[src/rtl/video_timing_gen.sv]
// Free-running H/V raster timing generator with start/stop on whole-frame boundaries.
// Define VTG_COLORBAR_EN to add the vid_rgb_o eight-bar colour pattern output.
module video_timing_gen #(
    parameter int H_ACTIVE = 1920,
    parameter int H_FP     = 88,
    parameter int H_SYNC   = 44,
    parameter int H_BP     = 148,
    parameter int V_ACTIVE = 1080,
    parameter int V_FP     = 4,
    parameter int V_SYNC   = 5,
    parameter int V_BP     = 36,
    parameter bit HS_POL   = 1'b1,
    parameter bit VS_POL   = 1'b1
) (
    input  logic        clk_i,
    input  logic        rst_ni,
    input  logic        cen_i,
    input  logic        en_i,
    output logic        busy_o,
    output logic [1:0]  vh_blank_o,
    output logic [2:0]  dvh_sync_o,
    output logic [11:0] hcnt_o,
    output logic [10:0] vcnt_o,
    output logic        sof_o,
    output logic        eol_o
`ifdef VTG_COLORBAR_EN
    ,
    output logic [23:0] vid_rgb_o
`endif
);

    localparam int H_TOTAL = H_ACTIVE + H_FP + H_SYNC + H_BP;
    localparam int V_TOTAL = V_ACTIVE + V_FP + V_SYNC + V_BP;

    if (H_TOTAL > 4096) begin : g_h_total_bad
        $error("video_timing_gen: H_TOTAL must not exceed 4096");
    end
    if (V_TOTAL > 2048) begin : g_v_total_bad
        $error("video_timing_gen: V_TOTAL must not exceed 2048");
    end

    // One extra bit so sync-end bounds equal to the full total still compare correctly
    localparam logic [12:0] H_ACT_W = 13'(H_ACTIVE);
    localparam logic [12:0] H_SS_W  = 13'(H_ACTIVE + H_FP);
    localparam logic [12:0] H_SE_W  = 13'(H_ACTIVE + H_FP + H_SYNC);
    localparam logic [11:0] H_LAST  = 12'(H_TOTAL - 1);
    localparam logic [11:0] V_ACT_W = 12'(V_ACTIVE);
    localparam logic [11:0] V_SS_W  = 12'(V_ACTIVE + V_FP);
    localparam logic [11:0] V_SE_W  = 12'(V_ACTIVE + V_FP + V_SYNC);
    localparam logic [10:0] V_LAST  = 11'(V_TOTAL - 1);

    localparam logic [1:0] BLANK_RST = 2'b11;
    localparam logic [2:0] SYNC_RST  = {1'b0, ~VS_POL, ~HS_POL};

    typedef enum logic [1:0] {IDLE, RUN, DRAIN} state_t;

    state_t      state_q, state_d;
    logic [11:0] h_q, h_d;
    logic [10:0] v_q, v_d;
    logic        busy_q, busy_d;
    logic [1:0]  vh_blank_q, vh_blank_d;
    logic [2:0]  dvh_sync_q, dvh_sync_d;
    logic [11:0] hcnt_q, hcnt_d;
    logic [10:0] vcnt_q, vcnt_d;
    logic        sof_q, sof_d;
    logic        eol_q, eol_d;

    logic h_last, v_last, hblank, vblank, de, hs_act, vs_act, active;

    assign h_last = (h_q == H_LAST);
    assign v_last = (v_q == V_LAST);
    assign hblank = ({1'b0, h_q} >= H_ACT_W);
    assign vblank = ({1'b0, v_q} >= V_ACT_W);
    assign de     = ~hblank & ~vblank;
    assign hs_act = ({1'b0, h_q} >= H_SS_W) && ({1'b0, h_q} < H_SE_W);
    assign vs_act = ({1'b0, v_q} >= V_SS_W) && ({1'b0, v_q} < V_SE_W);
    assign active = (state_q != IDLE);

`ifdef VTG_COLORBAR_EN
    logic [23:0] rgb_q, rgb_d;
    logic [2:0]  bar;
    logic [23:0] bar_rgb;

    assign bar = 3'((int'(h_q) * 8) / H_ACTIVE);

    always_comb begin
        case (bar)
            3'd0:    bar_rgb = 24'hFFFFFF;
            3'd1:    bar_rgb = 24'hFFFF00;
            3'd2:    bar_rgb = 24'h00FFFF;
            3'd3:    bar_rgb = 24'h00FF00;
            3'd4:    bar_rgb = 24'hFF00FF;
            3'd5:    bar_rgb = 24'hFF0000;
            3'd6:    bar_rgb = 24'h0000FF;
            default: bar_rgb = 24'h000000;
        endcase
    end
`endif

    always_comb begin
        state_d    = state_q;
        h_d        = h_q;
        v_d        = v_q;
        busy_d     = busy_q;
        vh_blank_d = vh_blank_q;
        dvh_sync_d = dvh_sync_q;
        hcnt_d     = hcnt_q;
        vcnt_d     = vcnt_q;
        sof_d      = sof_q;
        eol_d      = eol_q;
`ifdef VTG_COLORBAR_EN
        rgb_d      = rgb_q;
`endif
        if (cen_i) begin
            // Ports show the decode of the counter position held this cycle
            busy_d     = active;
            vh_blank_d = active ? {vblank, hblank} : BLANK_RST;
            dvh_sync_d = active ? {de, vs_act ? VS_POL : ~VS_POL, hs_act ? HS_POL : ~HS_POL}
                                : SYNC_RST;
            hcnt_d     = active ? h_q : 12'd0;
            vcnt_d     = active ? v_q : 11'd0;
            sof_d      = active && (h_q == 12'd0) && (v_q == 11'd0);
            eol_d      = active && h_last;
`ifdef VTG_COLORBAR_EN
            rgb_d      = (active && de) ? bar_rgb : 24'h000000;
`endif
            case (state_q)
                IDLE: begin
                    h_d = 12'd0;
                    v_d = 11'd0;
                    if (en_i) state_d = RUN;
                end
                RUN, DRAIN: begin
                    h_d = h_last ? 12'd0 : h_q + 12'd1;
                    if (h_last) v_d = v_last ? 11'd0 : v_q + 11'd1;
                    if (en_i)
                        state_d = RUN;
                    else if (state_q == DRAIN && h_last && v_last)
                        state_d = IDLE;
                    else
                        state_d = DRAIN;
                end
                default: state_d = IDLE;
            endcase
        end
    end

    always_ff @(posedge clk_i) begin
        if (!rst_ni) begin
            state_q    <= IDLE;
            h_q        <= 12'd0;
            v_q        <= 11'd0;
            busy_q     <= 1'b0;
            vh_blank_q <= BLANK_RST;
            dvh_sync_q <= SYNC_RST;
            hcnt_q     <= 12'd0;
            vcnt_q     <= 11'd0;
            sof_q      <= 1'b0;
            eol_q      <= 1'b0;
`ifdef VTG_COLORBAR_EN
            rgb_q      <= 24'h000000;
`endif
        end else begin
            state_q    <= state_d;
            h_q        <= h_d;
            v_q        <= v_d;
            busy_q     <= busy_d;
            vh_blank_q <= vh_blank_d;
            dvh_sync_q <= dvh_sync_d;
            hcnt_q     <= hcnt_d;
            vcnt_q     <= vcnt_d;
            sof_q      <= sof_d;
            eol_q      <= eol_d;
`ifdef VTG_COLORBAR_EN
            rgb_q      <= rgb_d;
`endif
        end
    end

    assign busy_o     = busy_q;
    assign vh_blank_o = vh_blank_q;
    assign dvh_sync_o = dvh_sync_q;
    assign hcnt_o     = hcnt_q;
    assign vcnt_o     = vcnt_q;
    assign sof_o      = sof_q;
    assign eol_o      = eol_q;
`ifdef VTG_COLORBAR_EN
    assign vid_rgb_o  = rgb_q;
`endif

endmodule

[config.mk]
export PLATFORM = sky130hd
export DESIGN_NAME = video_timing_gen
export DESIGN_NICKNAME = d
export VERILOG_FILES = /design/src/rtl/video_timing_gen.sv
export SDC_FILE = /design/constraint.sdc
export NUM_CORES = 1
export LEC_CHECK = 0
export ABC_AREA = 1
export CAP_MARGIN = 20
export CORE_MARGIN = 2
export CORE_UTILIZATION = 55
export CTS_BUF_LIST = sky130_fd_sc_hd__clkbuf_4 sky130_fd_sc_hd__clkbuf_8
export DETAILED_ROUTE_END_ITERATION = 8
export PLACE_DENSITY = 0.79
export SKIP_CTS_REPAIR_TIMING = 1
export SYNTH_ARGS = -nofsm -noshare
export SYNTH_HDL_FRONTEND = slang
export SYNTH_SLANG_ARGS = --single-unit
[constraint.sdc]
create_clock -name clk_i -period 2.08 [get_ports clk_i]
set_input_delay 0.312 -clock clk_i [delete_from_list [all_inputs] [get_ports clk_i]]
set_output_delay 0.312 -clock clk_i [all_outputs]
set_load 0.02 [all_outputs]
==> metrics.md <==
| Metric | Value |
|---|---|
| Status | complete, no violations |
| Drt drc | 0 |
| Clock transition at the registers of the reported paths | ~100 ps |
| TritonCTS buffer count | 5 |
| Clock sinks | 56 |
| Post-DP HPWL | between 4000 and 5000 µm |
| Net Sw Power | 0.463 mW |
| Max clock buf depth | 2 |
| Mapped Area | about 0.0028 mm² |
| # H-tree levels | 2 |
| Yosys reg bits | 56 |
| Least-Margin Pin Slew | 632 ps |
| Initial antenna violation count | 0 |
| Min-Delay Endpoint | hcnt_o[6] |
| First-pass GRT wire length | approximately 10000 µm |
| Largest cells by area after synthesis | dfxtp_1 40%, nand2_1 18%, a21oi_1 7.9% |
| Vias per cell | about 5.3 |
| Max transition margin | 57.8% |
| Fraction of layout cells with a size suffix above 1 | under 10% |
| Synth cell types | 31 |
| PwrDens | 561 mW/mm² |
| Detail Route Antenna Nets | 0 |
| Hold path start | hcnt_o[6] |
| Tcrit/Tclk final | 86.8% |
| Clock share of power | between 30% and 40% |
| R2R Path End | v_q[6] |
| Lkg Pwr | around 1.2 nW |
| Setup TNS | 0 ps |
| Most common cell in the netlist | nand2_1 |
| Fill count | roughly 480 |
| Internal | about 1.4 mW |
| Post-synth EDFFs | 0 |
| Hold depth | 2 |
| Worst Hold Class | reg -> reg |
| Vias in the first global route | 2200 |
| WL final | roughly 6500 µm |
| DR pass1 iterations | 5 |
| Post-Synthesis Cells | 412 |
| CP endpoint kind | flop |
| Syn Nets | ~420 |
| Core area | between 0.004 and 0.005 mm² |
| Area fraction of the dominant cell type after synthesis | between 40% and 50% |
| Antenna Cells | 0 |
| Row count | 25 |
| Clock Latency Late Sink | a little over 300 ps |
| Yosys top cell by area | dfxtp_1 |
| Slew Limit Fails | 0 |
| Initial Utilization | approximately three fifths |
| Combinational share of power | about 7.5% |
| Die Span X | about 75 µm |
| Crit path kind | reg -> reg |
| Predominant post-synthesis flop cell | dfxtp_1 |
| CP Launch Type | flop |
| Max-cap violations | 0 |
| I/O Buffers | 34 |
| CTS tree | built |
| Nets@finish | approximately 450 |
| Root Buffer | clkbuf_8 |
| Die area | 0.00568 mm² |
| Ys Warns | 0 |
| Largest net degree at the start of global routing | 38 |
| Sequential element share of the synthesized area | about two fifths |
| Gr usage total | about a quarter |
| Worst r2r src | state_q[0] |
| RSZ-0062 raised after global routing | no |
| Sw Share | between 20% and 30% |
| Vias after detailed routing | about 2700 |
| CP arrival | 2060 ps |
| WL per Instance | 12.8 µm |
| Hold Fails Final Rpt | 0 |
| Pre-CTS setup slack | approximately 210 ps |
| Area Overhead vs Synth | 16.8% |
| Initial DRC count | between 150 and 200 |
| Syn_area_per_cell | between 6 and 7 µm² |
| Worst-path fanout max | 11 |
| Worst Path Required | 2340 ps |
| Fin crit period | around 1800 ps |
| Setup violations, final | 0 |
| Most frequent cells after synthesis | 132 x nand2_1, 56 x dfxtp_1, 44 x a21oi_1, 40 x inv_1, 37 x nor2_1 |
| Grt total ovfl | 0 |
| IO Pins | 35 |
| Die H | around 75 µm |
| FFs w/ async S/R, synth | 0% |
| R2R depth | 10 |
| Final core occ | 67.9% |
| Post-route setup slack | 275 ps |
| Fmax | 0.554 GHz |
| R2r setup slk | 270 ps |
| Final GP Congestion | ~0.94 |
| Flop pwr share | between 50% and 60% |
| VDD IR max | around 0.00036 V |
| Clk_skew | a little over 4 ps |
worst max-delay path: stages, from the launching register on:
cell,delay [ps]
dfxtp_1,370
inv_1,70
ha_1,470
nor2_1,90
inv_1,70
nand2_1,100
inv_1,100
nand2_2,160
o21ai_0,200
inv_1,60
nor2_1,70
cell usage in the layout (no fill, tap or decap), types with 3 or more instances in the layout:
cell / instances
a21oi_1: 44
nor2_1: 37
nand4_1: 6
dfxtp_1: 56
o21ai_0: 14
inv_1: 40
buf_4: 3
nand3_1: 20
ha_1: 7
nor3_1: 11
xor2_1: 5
nor2_2: 6
clkbuf_8: 5
nand2_1: 132
clkdlybuf4s50_1: 34
inv_2: 5
per-stage QoR:
step                power [mW]  area, µm²  hold slack [ps]  cells
finish                    1.84       3270              469    511
floorplan                 1.21       2800              453    412
detailed placement        1.25       3180              455    503
global route              1.91       3270              487    511
global placement          1.24       3180              452    503
CTS                       1.84       3270              471    511
layout make-up:
cell class                 count  area [µm²]  area share, %
tap                           67        83.8           2.56
timing repair buffer          37         363           11.1
clock buffer                   6        76.3           2.33
inverter                      47         179           5.47
sequential                    56        1120           34.3
multi-input combinational    296        1430           43.8
clock inverter                 2        16.3          0.497
state kept, by name, summed over array words and instances (netlist names):
signal      count
hcnt_o         12
v_q            11
eol_o           1
dvh_sync_o      3
sof_o           1
vh_blank_o      2
h_q            12
busy_o          1
vcnt_o         11
state_q         2
worst max path at each step:
| stage | end | from | cells past startpoint |
|---|---|---|---|
| 6_report | v_q[6] | state_q[0] | 10 |
| 5_1_grt | v_q[6] | state_q[0] | 10 |
| 4_1_cts | v_q[6] | state_q[0] | 10 |
| 3_5_place_dp | h_q[9] | cen_i | 10 |
| 3_3_place_gp | h_q[9] | cen_i | 10 |
| 2_1_floorplan | v_q[2] | state_q[1] | 11 |
cells by family (layout without fill, tap and decap cells):
kind of cell,count (synthesis),in the layout,share of synthesized area [%]
AOI/OAI and AO/OA,65,65,12.8
xor gates and xnor gates,5,5,1.56
adders and majority gates,7,7,3.13
buffers and inverters,60,92,8.80
DFF,56,56,40.0
and+or+nand+nor,219,219,33.7
power by group through the flow:
stage | Sequential [mW] | Clock, mW | Combinational (mW)
2_1_floorplan | 1.11 | 0 | 0.0961
3_3_place_gp | 1.11 | 0 | 0.135
3_5_place_dp | 1.11 | 0 | 0.137
4_1_cts | 1.08 | 0.623 | 0.137
5_1_grt | 1.09 | 0.670 | 0.152
6_report | 1.08 | 0.614 | 0.138
per-layer routing:
| metal | track usage, % | wire, µm | up-vias |
|---|---|---|---|
| met5 | 0 | 0 | - |
| met4 | 6.82 | 93 | 0 |
| met3 | 5.56 | 518 | 9 |
| met2 | 33.4 | 2720 | 127 |
| met1 | 37.1 | 3200 | 1192 |
| li1 | - | - | 1365 |
No activity file was read; power rests on OpenSTA's default activity.
